[src/rtl/p4_mp_seq.sv]
// Word-serial multi-precision add sequencer around an external combinational P4 adder.
// Each word pair is registered into the adder, and the sum and carry are captured one cycle later.
module p4_mp_seq #(
  parameter int DWIDTH = 32,
  parameter int CNT_W  = 8
) (
  input  logic              clk,
  input  logic              rst,
  input  logic              in_valid,
  output logic              in_ready,
  input  logic [DWIDTH-1:0] in_a,
  input  logic [DWIDTH-1:0] in_b,
  input  logic              in_cin,
  input  logic              in_last,
  output logic [DWIDTH-1:0] p4_a,
  output logic [DWIDTH-1:0] p4_b,
  output logic              p4_cin,
  input  logic [DWIDTH-1:0] p4_s,
  input  logic              p4_cout,
  output logic              out_valid,
  input  logic              out_ready,
  output logic [DWIDTH-1:0] out_sum,
  output logic              out_last,
  output logic              out_cout,
  output logic [CNT_W-1:0]  out_idx
);

  typedef enum logic [1:0] {
    IDLE = 2'd0,
    EVAL = 2'd1,
    HOLD = 2'd2
  } state_t;

  state_t             state;
  state_t             state_next;
  logic               first_r;
  logic               carry_r;
  logic               last_r;
  logic [CNT_W-1:0]   idx_r;
  logic               accept;
  logic               out_hs;

  assign accept = in_valid && in_ready;
  assign out_hs = out_valid && out_ready;

  always_comb begin
    state_next = state;
    case (state)
      IDLE: begin
        if (accept) state_next = EVAL;
        else        state_next = IDLE;
      end
      EVAL: state_next = HOLD;
      HOLD: begin
        if (out_hs) state_next = IDLE;
        else        state_next = HOLD;
      end
      default: state_next = IDLE;
    endcase
  end

  always_ff @(posedge clk) begin
    if (rst) state <= IDLE;
    else     state <= state_next;
  end

  // Handshake flags are registered decodes of the upcoming state, so in_ready
  // stays low through the reset cycle and never sees out_ready combinationally.
  always_ff @(posedge clk) begin
    if (rst) begin
      in_ready  <= 1'b0;
      out_valid <= 1'b0;
    end else begin
      in_ready  <= (state_next == IDLE);
      out_valid <= (state_next == HOLD);
    end
  end

  always_ff @(posedge clk) begin
    if (rst) begin
      p4_a    <= {DWIDTH{1'b0}};
      p4_b    <= {DWIDTH{1'b0}};
      p4_cin  <= 1'b0;
      last_r  <= 1'b0;
    end else if (accept) begin
      p4_a    <= in_a;
      p4_b    <= in_b;
      p4_cin  <= first_r ? in_cin : carry_r;
      last_r  <= in_last;
    end
  end

  // Capture the settled adder result; the carry is chained to the next word.
  always_ff @(posedge clk) begin
    if (rst) begin
      out_sum  <= {DWIDTH{1'b0}};
      out_last <= 1'b0;
      out_cout <= 1'b0;
      out_idx  <= {CNT_W{1'b0}};
      carry_r  <= 1'b0;
    end else if (state == EVAL) begin
      out_sum  <= p4_s;
      out_last <= last_r;
      out_cout <= last_r ? p4_cout : 1'b0;
      out_idx  <= idx_r;
      carry_r  <= p4_cout;
    end
  end

  always_ff @(posedge clk) begin
    if (rst) begin
      first_r <= 1'b1;
      idx_r   <= {CNT_W{1'b0}};
    end else if ((state == HOLD) && out_hs) begin
      if (out_last) begin
        first_r <= 1'b1;
        idx_r   <= {CNT_W{1'b0}};
      end else begin
        first_r <= 1'b0;
        idx_r   <= idx_r + {{(CNT_W-1){1'b0}}, 1'b1};
      end
    end
  end

endmodule
[config.mk]
export PLATFORM = sky130hd
export DESIGN_NAME = p4_mp_seq
export DESIGN_NICKNAME = d
export VERILOG_FILES = /design/src/rtl/p4_mp_seq.sv
export SDC_FILE = /design/constraint.sdc
export NUM_CORES = 1
export LEC_CHECK = 0
export CELL_PAD_IN_SITES_DETAIL_PLACEMENT = 0
export CELL_PAD_IN_SITES_GLOBAL_PLACEMENT = 2
export CORE_MARGIN = 3
export CORE_UTILIZATION = 24
export CTS_BUF_LIST = sky130_fd_sc_hd__clkbuf_8
export CTS_CLUSTER_SIZE = 20
export DETAILED_ROUTE_END_ITERATION = 10
export PLACE_DENSITY = 0.94
export SKIP_CTS_REPAIR_TIMING = 1
export SLEW_MARGIN = 25
export SYNTH_ARGS = -nofsm -noshare
export SYNTH_HDL_FRONTEND = slang
export SYNTH_SLANG_ARGS = --single-unit
[constraint.sdc]
create_clock -name clk -period 3.2 [get_ports clk]
set_input_delay 0.8 -clock clk [delete_from_list [all_inputs] [get_ports clk]]
set_output_delay 0.8 -clock clk [all_outputs]
set_load 0.02 [all_outputs]
Word level (Yosys, flattened, before mapping)
Index checks and enable logic that the tools add are counted. Widths: inputs -> output; s select.

Add/subtract/negate cells: 1. Equality and inequality tests: 3. Multiplexer cells: 7. Reductions and logical operators: 5.

Operator list (count): $add 8x1->8 const B (1); $mux 8 (1); $pmux 2 s3 (1); $eq 2x2->1 const B (2); $logic_not 2->1 (2); $mux 1 (4); $logic_and 1x1->1 (3); $eq 2x1->1 const B (1); $mux 2 (1).

Register bits: 122. Input port bits: 103. Logic and storage cells: 30.

Depth between registers and ports, before layout
Word-level depth: 4. Gate-level depth with buffers: 6. Depth with buffers taken out: 4.

Worst setup path after synthesis
OpenSTA, ideal clock, no wires.

Path type: input -> register. Start point: in rst. End point: reg out_idx[1]. Setup time: 0.132 ns. Data arrival time: 1.550 ns. Required time: 3.068 ns. Path slack: 1.517 ns. Stages on the path: 4. Cell sequence: clkbuf_1 clkbuf_1 clkbuf_1 a21oi_1.

RTL lines: from (decl) (RTL line 8) `input logic rst,`; to (signal assigned) (RTL line 99) `out_idx <= {CNT_W{1'b0}};`; to (signal assigned) (RTL line 105) `out_idx <= idx_r;`; to (decl) (RTL line 25) `output logic [CNT_W-1:0] out_idx`.

No word-level cell between the ends.

Final worst setup path
Start point: reg out_valid. End point: out out_valid.

RTL lines: from (decl) (RTL line 20) `output logic out_valid,`; from (signal assigned) (RTL line 75) `out_valid <= (state_next == HOLD);`.

No word-level cell between the ends.

==> flow_metrics.tcl <==
set metrics [dict create \
    status "complete, no violations" \
    max_cap_viol_count 0 \
    ys.flop_type "dfxtp_1" \
    setup_viol 0 \
    netlist_instances 534 \
    antenna_found_initial 0 \
    hold_class "reg2reg" \
    synth_edf_count 0 \
    crit_buf_inv 1 \
    end_kind "primary output" \
    yosysMostFrequentCell "nand2_1" \
    syn_to_final_growth_pct 64.0 \
    drtPass1Iterations 4 \
    ir_drop_v 0.000278 \
    cts_max_path_buffers 2 \
    hold_viol 0 \
    grt_pass1_vias 4034 \
    route.detailed.drc 0 \
    overflow 0 \
    finalMaxSlewViolations 0 \
    synth-seq-area-share_pct 57.2 \
    grt_pass1_wl_um 20900 \
    cpLargestDelayFamily "buffers and inverters" \
    clock-sinks 122 \
    diodes 0 \
    post_dp_cell_area_um2 6590 \
    setup_tns_ps 0 \
    syn_avg_cell_area_um2 8.00 \
    crit_chain "clkdlybuf4s50_1" \
    finalNetCount 835 \
    cp_slowest_stage_delay_ps 630 \
    die_x_um 139 \
    fillers 1766 \
    drive_gt1_share_pct 5.65 \
    routabilityCongestion 0.758 \
    async_reset_ff_share_pct 0 \
    grt_max_degree 60 \
    cpMaxStageDelayCell "clkdlybuf4s50_1" \
    crit_fanout 3 \
    tightestPinTransition_ps 493 \
    core-area_um2 17400 \
    syn-cell-area_um2 4270 \
    period_needed_ps 2250 \
    design_area_um2 7010 \
    initial_utilization_pct 24.6 \
    power.total_mw 3.55 \
    max_slew_margin_pct 67.2 \
    routed_wl_um 13100 \
    path_clk_slew_ps 80 \
    grt_usage_pct 13.4 \
    ios 212 \
    row_count 48 \
    final_antenna_net_count 0 \
    yosys.area.top_type "dfxtp_1" \
    vias 4113 \
    numCtsBuffers 17 \
    die_h_um 139 \
    cts_tree "yes" \
    die-area_um2 19400 \
    crit_arrival_ps 1450 \
    synthTopCellsByCount "nand2_1, dfxtp_1, a21oi_1, clkbuf_1, buf_2" \
    place_inst 937 \
    cp-start-kind "flip-flop" \
    clock_skew_ps 9.25 \
    leakage_nw 2.46 \
    synth_area_leaders "dfxtp_1, nand2_1, a21oi_1, clkbuf_1, buf_2" \
    criticalPathCategory "reg2out" \
    hpwlAfterDp_um 8960 \
    ys_ff_latch 122 \
    required_ps 2400 \
    grt_setup_unrepaired "false" \
    ys_warn_count 0 \
    powerDensity_nw_per_um2 507 \
    synth_top_area_share_pct 57.2 \
    cts_htree_levels 4 \
    cts_root_buf "clkbuf_8" \
    routedWlPerCell_um 13.5 \
    period_share_pct 70.5 \
    syn-num-nets 638 \
    fmax_mhz 444 \
    instances_no_fill 969 \
    portBuffers 211 \
    drtIter0Drc 160 \
    synth.distinct_cells 27 \
    clk_latency_ps 430 \
    vias_per_cell 4.24 \
]
## routing by layer
metal / vias up / GRT usage (%) / part of all wire, %
met5: - / 0 / 0
met4: 0 / 4.89 / 1.7
met3: 15 / 6.46 / 9.3
met2: 135 / 20.7 / 45
met1: 1834 / 16.2 / 44
li1: 2129 / - / -
## per-stage QoR
step | utilization [%] | hold WS [ps] | setup WS, ps
2_1_floorplan | - | 436 | 1520
3_3_place_gp | 37.9 | 441 | 870
3_5_place_dp | 37.9 | 446 | 866
4_1_cts | 40.4 | 456 | 896
5_1_grt | 40.4 | 472 | 863
6_report | 40.4 | 454 | 945
## placed cells by master (no fill, tap or decap)
cell type / instances
bufinv_16: 3
clkinvlp_4: 1
nor2_1: 4
nand2_2: 1
clkbuf_8: 18
a21oi_1: 116
inv_1: 4
nand4b_4: 1
mux2i_1: 2
a21o_1: 1
dfxtp_1: 122
o211a_1: 1
and2_2: 1
clkinv_2: 2
nand2_1: 218
o31ai_1: 3
or3_1: 3
clkdlybuf4s50_1: 210
nand4_1: 1
a211oi_1: 1
nand2b_1: 1
nand3b_1: 1
nor4_1: 1
or4_1: 3
buf_12: 3
buf_4: 4
inv_6: 2
and2b_1: 1
nand3_1: 4
ha_1: 1
o21ai_0: 3
clkinv_4: 5
o21ai_2: 1
xor2_1: 1
## sequential cells by signal, indices dropped and copies added (netlist names), 2 cells and up
register,cells
state,2
idx_r,8
out_sum,32
p4_a,32
out_idx,8
p4_b,32
## final cells by class
type | count | area (µm²) | area share [%]
Sequential cell | 122 | 2440 | 34.9
Clock inverter | 14 | 173 | 2.46
Timing Repair Buffer | 217 | 2190 | 31.3
Multi-Input combinational cell | 370 | 1660 | 23.7
Tap cell | 225 | 282 | 4.02
Inverter | 3 | 11.3 | 0.161
Clock buffer | 18 | 248 | 3.54
## final timing paths
path / startpoint / to / slack (ps) / depth (start not counted)
hold reg to reg: p4_b[11]$_SDFFE_PP0P_ / p4_b[11]$_SDFFE_PP0P_ / 450 / 2
setup / recovery: out_valid$_SDFF_PP0_ / out_valid / 950 / 1
setup reg to reg: state[1]$_SDFF_PP0_ / idx_r[5]$_SDFFE_PP0P_ / 1700 / 3
hold / removal: p4_b[11]$_SDFFE_PP0P_ / p4_b[11]$_SDFFE_PP0P_ / 450 / 2
## where the power goes
| part | internal, mW | leakage, nW | switching (mW) | total, mW |
|---|---|---|---|---|
| clock | 0.796 | 0.215 | 0.655 | 1.45 |
| combinational | 0.255 | 1.25 | 0.238 | 0.493 |
| sequential | 1.58 | 0.991 | 0.0312 | 1.61 |
| total | 2.63 | 2.46 | 0.924 | 3.55 |
## logic make-up after synthesis
logic type                 Yosys count  share of synthesized area (%)
muxes                                2                          0.469
buffers and inverters               42                           4.10
and+or+nand+nor                    240                           22.5
DFF                                122                           57.2
AOI/OAI and AO/OA                  126                           15.3
xor gates and xnor gates             1                          0.205
adders and majority gates            1                          0.293
No activity file was read; power rests on OpenSTA's default activity.
